[config.mk]
export PLATFORM = sky130hd
export DESIGN_NAME = ascon_input_loader
export DESIGN_NICKNAME = d
export VERILOG_FILES = /design/src/rtl/ascon_pkg.sv /design/src/rtl/ascon_input_loader.sv
export SDC_FILE = /design/constraint.sdc
export NUM_CORES = 1
export LEC_CHECK = 0
export ABC_AREA = 1
export BUFFER_PORTS_ARGS = -buffer_cell sky130_fd_sc_hd__buf_2
export CAP_MARGIN = 10
export CELL_PAD_IN_SITES_DETAIL_PLACEMENT = 2
export CELL_PAD_IN_SITES_GLOBAL_PLACEMENT = 2
export CORE_ASPECT_RATIO = 1.1
export CORE_MARGIN = 2
export CORE_UTILIZATION = 32
export CTS_CLUSTER_DIAMETER = 200
export CTS_CLUSTER_SIZE = 20
export DETAILED_ROUTE_END_ITERATION = 10
export PLACE_DENSITY = 0.85
export SLEW_MARGIN = 20
export SYNTH_ARGS = -nofsm -noshare
export SYNTH_HDL_FRONTEND = slang
export SYNTH_SLANG_ARGS = --single-unit
[constraint.sdc]
create_clock -name clk -period 4 [get_ports clk]
set_input_delay 0.2 -clock clk [delete_from_list [all_inputs] [get_ports clk]]
set_output_delay 0.2 -clock clk [all_outputs]
set_load 0.01 [all_outputs]
[src/rtl/ascon_pkg.sv]
// ascon_pkg: shared constants and types for the Ascon input loader.
//   ASCON_IV       : Ascon-128 initialization vector (state word 0)
//   WORDS_PER_LOAD : 16-bit words per key+nonce load (8 key + 8 nonce)
//   WORD_W / CNT_W : input word width and word counter width
//   load_state_e   : loader FSM states LOAD / START / WAIT
package ascon_pkg;

  localparam logic [63:0] ASCON_IV       = 64'h80400c0600000000;
  localparam int          WORDS_PER_LOAD = 16;
  localparam int          WORD_W         = 16;
  localparam int          CNT_W          = 4;
  localparam int          CAP_W          = WORDS_PER_LOAD * WORD_W;

  typedef enum logic [1:0] {
    LOAD  = 2'd0,
    START = 2'd1,
    WAIT  = 2'd2
  } load_state_e;

endpackage

[src/rtl/ascon_input_loader.sv]
// ascon_input_loader: collects a 128-bit key and a 128-bit nonce as sixteen
// 16-bit words, then launches the Ascon permutation and waits for it.
//
// Ports
//   clk          in   single clock, rising edge
//   rst_n        in   asynchronous active-low reset
//   clear        in   synchronous abort back to LOAD, word count 0
//   in_data      in   [15:0] input word
//   in_valid     in   in_data qualifier
//   in_ready     out  high in LOAD; word taken when in_valid && in_ready
//   rounds_done  in   completion pulse from the permutation
//   perm_start   out  one-cycle launch pulse for the permutation
//   S_0_init..S_4_init out [63:0] initial permutation state words
//   busy         out  high while a load or permutation is in progress
module ascon_input_loader
  import ascon_pkg::*;
#(
  parameter logic [63:0] IV = ASCON_IV
) (
  input  logic              clk,
  input  logic              rst_n,
  input  logic              clear,
  input  logic [WORD_W-1:0] in_data,
  input  logic              in_valid,
  output logic              in_ready,
  input  logic              rounds_done,
  output logic              perm_start,
  output logic [63:0]       S_0_init,
  output logic [63:0]       S_1_init,
  output logic [63:0]       S_2_init,
  output logic [63:0]       S_3_init,
  output logic [63:0]       S_4_init,
  output logic              busy
);

  load_state_e      state_q, state_d;
  logic [CNT_W-1:0] cnt_q;
  logic [CAP_W-1:0] cap_q;   // key in [255:128], nonce in [127:0]
  logic             hs;
  logic             last_word;
  logic [7:0]       wr_lsb;

  // clear outranks a handshake in the same cycle
  assign hs        = in_valid && in_ready && !clear;
  assign last_word = (cnt_q == CNT_W'(WORDS_PER_LOAD - 1));
  // word k lands MSB first: lsb = (15-k)*16, i.e. {~k, 4'b0}
  assign wr_lsb    = {~cnt_q, 4'b0000};

  // FSM state register
  always_ff @(posedge clk or negedge rst_n) begin
    if (!rst_n) begin
      state_q <= LOAD;
    end else begin
      state_q <= state_d;
    end
  end

  // FSM next-state and outputs
  always_comb begin
    state_d    = state_q;
    in_ready   = 1'b0;
    perm_start = 1'b0;
    if (clear) begin
      state_d = LOAD;
    end
    unique case (state_q)
      LOAD: begin
        in_ready = 1'b1;
        if (hs && last_word) state_d = START;
      end
      START: begin
        // a clear in this cycle kills the launch
        perm_start = !clear;
        if (!clear) state_d = WAIT;
      end
      WAIT: begin
        if (rounds_done && !clear) state_d = LOAD;
      end
      default: state_d = LOAD;
    endcase
  end

  // word counter: wraps to 0 naturally after word 15
  always_ff @(posedge clk or negedge rst_n) begin
    if (!rst_n) begin
      cnt_q <= '0;
    end else if (clear) begin
      cnt_q <= '0;
    end else if (hs) begin
      cnt_q <= cnt_q + 1'b1;
    end
  end

  // key/nonce capture: written only on handshakes, kept across clear
  always_ff @(posedge clk or negedge rst_n) begin
    if (!rst_n) begin
      cap_q <= '0;
    end else if (hs) begin
      cap_q[wr_lsb +: WORD_W] <= in_data;
    end
  end

  assign busy     = (state_q != LOAD) || (cnt_q != '0);
  assign S_0_init = IV;
  assign S_1_init = cap_q[255:192];
  assign S_2_init = cap_q[191:128];
  assign S_3_init = cap_q[127:64];
  assign S_4_init = cap_q[63:0];

endmodule

After elaboration in Yosys (flattened, before gate mapping). Index checks and enable logic that the tools add are counted.

Input bits: 21. Logic and storage cells: 31. Register bits: 262. Output and inout port bits: 323.

Shifts and indexed selects: 2. Mux-type cells: 10. Bitwise gates (word level): 1. Add/sub/neg operators: 2. Equality and inequality tests: 3. Reductions and logical operators: 10.

Operators with widths (number): $bwmux 256 (1); $shift 16x10->256 const A (1); $shiftx 16x10->256 (1); $neg 8->10 (1); $mux 2 (4); $mux 4 (2); $pmux 2 s3 (1); $add 4x1->4 const B (1); $eq 4x4->1 const B (1); $logic_and 1x1->1 (4); $not 4->4 (1); $reduce_bool 2->1 (2); $reduce_bool 4->1 (1); $eq 2x1->1 const B (1); $eq 2x2->1 const B (1); $logic_not 2->1 (1); $mux 1 (2); $logic_not 1->1 (1); $logic_or 1x1->1 (1).

Logic depth before layout (Yosys ltp). Gate-level depths: netlist of the first run.

Depth after elaboration: 7. Gate-level depth with buffers: 13. Depth with buffers taken out: 10.

Least setup slack after synthesis of the first run. OpenSTA, ideal clock, no wires.

Kind: register to register. Start point: reg cnt_q[0]. End point: reg cap_q[70]. Clock period less this slack: 2.460 ns. Required time: 3.935 ns. Setup time: 0.065 ns. Stages on the path, launching flop included: 14. Buffers on the path: 4. Path slack: 1.540 ns. Arrival: 2.395 ns. Cell sequence: dfrtp_1 -> buf_2 -> clkinv_1 -> clkbuf_1 -> ha_1 -> clkbuf_1 -> inv_1 -> nand3_1 -> nor2_1 -> inv_2 -> nor2_4 -> buf_4 -> nand2_1 -> nand2_1.

Cells in the longest elaborated chain, start to end: 4. Elaborated cells between the ends (all ways): 5. Classes of those cells: add/sub (1); shift (2); mux (1); bitwise (1).

Ends and longest elaborated chain: from (decl) (RTL line ascon_input_loader.sv:37) `logic [CNT_W-1:0] cnt_q;`; from (signal assigned) (RTL line ascon_input_loader.sv:90) `cnt_q <= cnt_q + 1'b1;`; $not 4->4 (*) (RTL line ascon_input_loader.sv:47) `assign wr_lsb = {~cnt_q, 4'b0000};`; $neg 8->10 (*) (RTL line ascon_input_loader.sv:99) `cap_q[wr_lsb +: WORD_W] <= in_data;`; $shiftx 16x10->256 / $shift 16x10->256 (equally long branches) (RTL line ascon_input_loader.sv:99); $bwmux 256 (*) (RTL line ascon_input_loader.sv:99); to (signal, indexed assignment) (RTL line ascon_input_loader.sv:99); to (decl) (RTL line ascon_input_loader.sv:38) `logic [CAP_W-1:0] cap_q;`.

Every way passes the cells marked *; elsewhere a longest branch is shown, timed or not. A chain may end at the register's enable or synchronous reset.

Worst setup path after layout of the first run.
Start point: reg cnt_q[0]. End point: reg cap_q[102].

Same word-level chain as after synthesis.

==> results of run 1 <==
## logic make-up after synthesis
logic type               share of synthesized area, %
adder cells (fa/ha/maj)                        0.3267
flip-flops                                      57.05
other                                         0.06535
AO/OA/AOI/OAI                                   1.666
buffers and inverters                           8.601
AND/OR/NAND/NOR                                 32.29
## layout by cell type (no fill, tap or decap)
cell type      netlist  layout
inv_2                8       8
dfrtp_1            262     262
nand3_2              3       3
ha_1                 3       3
buf_4               71      22
nor3b_1              1       1
nand2_2             10      10
nand4_2              2       2
inv_1               38      38
nor2_4              12      13
o21ai_0             13      13
nor3_1              17      17
dlygate4sd3_1        0       3
nor2_2               2       1
inv_16               0       1
nor2_1              35      35
o22ai_1              3       3
o21a_1               1       1
clkinv_1             2       2
nand2_1            623     623
and2_1              16      16
buf_2               22     278
clkbuf_16            0      17
nand3_4              1       1
buf_8                0       1
o21ai_1             20      20
nand3_1             68      68
nand4_1             68      68
conb_1               2      64
## stage by stage
step | power, mW | std cells | area [µm²] | hold WS (ns)
2_1_floorplan | 3.426 | 1405 | 11730 | -0.09559
3_3_place_gp | 3.838 | 2054 | 13100 | 0.3798
3_5_place_dp | 3.880 | 2054 | 13100 | 0.3865
4_1_cts | 5.620 | 2075 | 13570 | 0.03211
5_1_grt | 5.798 | 2075 | 13570 | 0.03789
6_report | 5.539 | 2075 | 13570 | 0.04260
## worst max-delay path, delay by kind of cell, from the launching register on
kind,cells,cell delay (ns)
and+or+nand+nor,4,1.31
buffers and inverters,4,0.72
adders and majority gates,1,0.67
DFF,1,0.48
## area by class of cell
| class | count | area [µm²] | share of cell area [%] |
|---|---|---|---|
| multi-input cells | 962 | 4185 | 30.84 |
| inverters | 48 | 180.2 | 1.328 |
| clock inverters | 1 | 20.02 | 0.1475 |
| flip-flops and latches | 262 | 6556 | 48.31 |
| repair buffers | 304 | 1602 | 11.80 |
| well taps | 481 | 601.8 | 4.435 |
| clock buffers | 17 | 425.4 | 3.135 |
## final timing paths
kind,start,end,slack [ns],cells past startpoint
max,cnt_q[0],cap_q[102],0.68,9
min,in_data[0],cap_q[192],0.04,3
max reg2reg,cnt_q[0],cap_q[102],0.68,9
min reg2reg,cap_q[168],cap_q[168],0.47,2
max in group asynchronous,rst_n,cap_q[59],2.65,3
min in group asynchronous,rst_n,cap_q[144],0.39,2
## report_power, final
group,total (mW),switching (mW),internal [mW]
registers,2.96,0.134,2.83
clock network,1.72,0.941,0.776
logic,0.863,0.607,0.255
total,5.54,1.68,3.86
## layer usage
layer / global-route usage [%] / share of wire, %
met4: 8.759 / 3.7
met3: 4.843 / 6.4
met5: 0 / 0.029
met1: 28.63 / 39
met2: 42.04 / 51
## state kept, by name, indices dropped and copies added (netlist names)
register and flops:
cap_q 256, cnt_q 4, state_q 2
==> results.toml, run 1 <==
[logic_synthesis]
netlist_area_mm2 = 0.01149
synth-async-reset-ratio_pct = 100.0
yosysMostFrequentCell = "nand2_1"
syn_area_per_cell_um2 = 8.557
synth_edf_count = 0
synth-seq-area-share_pct = 57.05
yosysUniqueCellTypes = 28
ys_ff_latch = 262
synth_top_area_share_pct = 57.05
syn_inst = 1343
synth_warnings = 0
synth_common_cells = "623 x nand2_1, 262 x dfrtp_1, 71 x buf_4, 68 x nand3_1, 68 x nand4_1"
synth_top_cell_by_area = "dfrtp_1"
ys_top_cells_by_area = "dfrtp_1 57%, nand2_1 20%, buf_4 4.6%"
synth-main-ff-cell = "dfrtp_1"

[clock_network]
clock_path_buffers = 3
numCtsBuffers = 17
clock-sinks = 262
cts_root_buffer = "clkbuf_16"
postCtsSetupBuffers = 0
clkSlewWorstSetupHoldPaths_ns = 0.09
ctsHoldBuffers = 3
clk-insertion-delay-late_ns = 0.51
post_cts_resized = 0
htreeDepth = 1
cts_tree = "done"

[sta]
setup_slack_ns = 0.6816
timing.slew.headroom_pct = 29.88
min_period_over_period_pct = 82.96
setup_viol = 0
worst_pin_slew_ns = 1.044
setup-tns-final_ns = 0
final_hold_viol_count = 0
fin_worst_skew_ns = 0.03263
drv_slew = 0
rsz0062_at_grt = "false"
max_freq_mhz = 301.4
fin_crit_ns = 3.318

[floorplan]
num_rows = 72
coreArea_mm2 = 0.03531
pin_count = 344
initial_core_util_pct = 32.54
die_area_mm2 = 0.03745
die_x_um = 184.7
die_h_um = 202.8

[critical_path]
crit_path_max_incr_delay_ns = 0.67
critical_path_class = "reg -> reg"
critPathMaxFanout = 20
cpMaxStageDelayCell = "ha_1"
cp_common_cell = "nand2_1"
arrival_ns = 3.72
path_cells = "buf_4 -> clkinv_1 -> buf_4 -> ha_1 -> nand4_1 -> inv_1 -> nand2_1 -> nand2_1 -> nand2_1"
cp-end-kind = "flip-flop"
required_ns = 4.40
startpoint_type = "flip-flop"

[routing]
drt-initial-drc-count = 559
remaining_drc_errors = 0
drtPass1Iterations = 4
postRouteAntennaNets = 0
vias_per_cell = 4.913
wl_per_cell_um = 21.53
via_count = 10190
wl_um = 44680

[final_layout]
drive_above_1_share_pct = 22.40
fillers = 4143
areaGrowthSynthToFinish_pct = 18.08
fin_util_pct = 38.43
num_antenna_cells = 0
fin_nets = 1619

[placement]
gp_congestion = 0.8394
portBuffers = 279
pre_cts_ws_ns = 0.6973
hpwl_um = 32780

[run_status]
status = "finished clean"

[global_routing]
grt_use_total_pct = 23.84
grt_pass1_wl_um = 68010
grt_pass1_vias = 11030
grt_antenna_before_repair = 1
grt-ovfl-total = 0
grt_max_degree = 123

[pwr]
ir_drop_v = 0.0002024
pwr_density_cell_mw_per_mm2 = 408.2
leakagePower_nw = 8.229

[run]
max_cap_violations = 0

[hold_path]
hold_path.class = "in -> reg"
Note: power is estimated with default switching activity, not from simulation.
==> inputs of run 2 (changes only) <==
ABC_AREA = 0   (was 1)
CORE_UTILIZATION = 31   (was 32)
PLACE_DENSITY = 0.76   (was 0.85)
clock period = 2.9 ns   (was 4 ns; I/O delays follow)
==> run 2 against run 1 <==
Effect of this change:
- area after synthesis shrank 4.8%
- synthesized cell count is 47% lower
- register-to-register slack worse by 0.36 ns
- combinational power is 32% higher
- final cell count fell by 30%
- highest routed layer is now met4
==> results.toml, run 2 <==
[run_status]
status = "finished clean"

[routing]
routed.top_layer = "met4"
remaining_drc_errors = 0
vias_per_cell = 4.607
drtPass1Iterations = 4
via_count = 6698
routedLengthMet1_um = 13270
met2_length_um = 16690
met3WireLength_um = 1685
postRouteAntennaNets = 0
wl_per_cell_um = 22.18
wl_um = 32250
drt-initial-drc-count = 292

[logic_synthesis]
synth_edf_count = 0
yosysUniqueCellTypes = 43
synth_common_cells = "262 x dfrtp_1, 244 x mux2_2, 75 x buf_4, 32 x and2_1, 10 x mux2_4"
syn_inst = 713
syn_area_per_cell_um2 = 15.35
synth-seq-area-share_pct = 59.91
yosysMostFrequentCell = "dfrtp_1"
synth_top_cell_by_area = "dfrtp_1"
synth_warnings = 0
synth-main-ff-cell = "dfrtp_1"
ys_ff_latch = 262
synth-async-reset-ratio_pct = 100.0
ys_top_cells_by_area = "dfrtp_1 60%, mux2_2 25%, buf_4 5.1%"
netlist_area_mm2 = 0.01094
synth_top_area_share_pct = 59.91

[global_routing]
grt_antenna_before_repair = 1
grt_pass1_vias = 7470
grt-ovfl-total = 0
grt_pass1_wl_um = 48980
grt_use_total_pct = 17.41
grt_max_degree = 81

[clock_network]
clock-sinks = 262
cts_root_buffer = "clkbuf_16"
clkSlewWorstSetupHoldPaths_ns = 0.09
postCtsSetupBuffers = 0
clock_path_buffers = 3
clk-insertion-delay-late_ns = 0.49
post_cts_resized = 0
htreeDepth = 1
numCtsBuffers = 17
cts_tree = "done"

[pwr]
leakagePower_nw = 7.428
combPwrFrac_pct = 15.2
pwr-share-seq_pct = 53.9
ir_drop_v = 0.0002810
power.switching_mw = 2.065
power.share.clock_pct = 30.9
internal-power_mw = 5.445
pwr_density_cell_mw_per_mm2 = 567.7
swShare_pct = 27.50

[run]
max_cap_violations = 0

[sta]
drv_slew = 0
worst_pin_slew_ns = 0.6987
setup-tns-final_ns = 0
fin_crit_ns = 2.578
final_hold_viol_count = 0
timing.slew.headroom_pct = 53.42
min_period_over_period_pct = 88.88
setup_viol = 0
fin_worst_skew_ns = 0.02270
rsz0062_at_grt = "false"
hold-worst-slack_ns = 0.08339
max_freq_mhz = 388.0

[critical_path]
arrival_ns = 2.96
critPathMaxFanout = 14
startpoint_type = "flip-flop"
cp-end-kind = "flip-flop"
required_ns = 3.28
critical_path_class = "reg -> reg"

[final_layout]
fin_nets = 1034
drive_above_1_share_pct = 58.67
largest_reg_flops = 256
reg_top3 = "cap_q (256), cnt_q (4), state_q (2)"
layout_commonest_cell = "buf_2"
areaGrowthSynthToFinish_pct = 20.90
final_cell_mix = "278 x buf_2, 262 x dfrtp_1, 244 x mux2_2"
top_register = "cap_q"

[placement]
hpwl_um = 23360
portBuffers = 279
gp_congestion = 0.7131

[floorplan]
coreArea_mm2 = 0.03495
num_rows = 72
pin_count = 344
die_area_mm2 = 0.03682
initial_core_util_pct = 31.31
die_x_um = 183.1
die_h_um = 201.1

[hold_path]
hold_path.class = "in -> reg"
[run 2: what timing repair did]
action                                 in CTS  in global routing
setup endpoints to repair                   0                  0
hold buffers                                5                  0
endpoints found under the hold margin      82                  0
[run 2: power by group through the flow]
stage                     Clock, mW  Combinational [mW]  Sequential [mW]
final                          2.32                1.14             4.05
after global routing           2.55                1.23             4.08
after CTS                      2.44                1.17             4.05
after detailed placement          0                1.16             4.12
after global placement            0                1.13             4.10
after floorplan                   0               0.486             4.22
[run 2: layer usage]
layer,vias up,global-route usage (%)
met1,3535,21.71
met5,-,0
met2,207,31.34
met4,0,3.714
li1,2925,-
met3,31,3.157
[run 2: layout make-up]
class                      count  area [µm²]
fill                        3605       21720
sequential                   262        6556
multi-input combinational    420        3950
timing repair buffer         306        1709
tap                          444       555.5
clock buffer                  17       425.4
clock inverter                 1       20.02
inverter                       3       11.26
antenna                        1       2.502
[run 2: kinds of logic after synthesis]
logic type                 Yosys count  synth area share [%]
DFF                                262                 59.91
muxes                              258                 26.87
buffers and inverters               93                 6.254
and+or+nand+nor                     83                 5.626
AOI/OAI and AO/OA                    9                0.5146
adders and majority gates            3                0.3431
xor gates and xnor gates             3                0.4117
other                                2               0.06863
[run 2: final timing paths]
path	startpoint	end	slack (ns)	depth (start not counted)
worst max-delay path	cnt_q[3]	cap_q[230]	0.32	5
worst min-delay path	in_data[14]	cap_q[238]	0.08	2
worst max register to register	cnt_q[3]	cap_q[230]	0.32	5
worst min register to register	cap_q[95]	cap_q[95]	0.50	1
max in group asynchronous	rst_n	cap_q[200]	1.77	3
min in group asynchronous	rst_n	cap_q[192]	0.21	2
[run 2: metrics by stage]
stage	utilization (%)	instance area, µm²	std cells	setup slack [ns]	total power [mW]
2_1_floorplan	-	11180	775	0.5134	4.711
3_3_place_gp	36.42	12730	1430	0.4179	5.229
3_5_place_dp	36.42	12730	1430	0.3658	5.280
4_1_cts	37.84	13230	1453	0.3131	7.661
5_1_grt	37.84	13230	1453	0.1896	7.872
6_report	37.85	13230	1454	0.3224	7.510
[run 2: worst max-delay path: stages, from the launching register on]
cell and delay, ns:
dfrtp_1 0.76, nand2_1 0.22, a21oi_1 0.50, or3b_1 0.38
buf_4 0.29, mux2_4 0.32
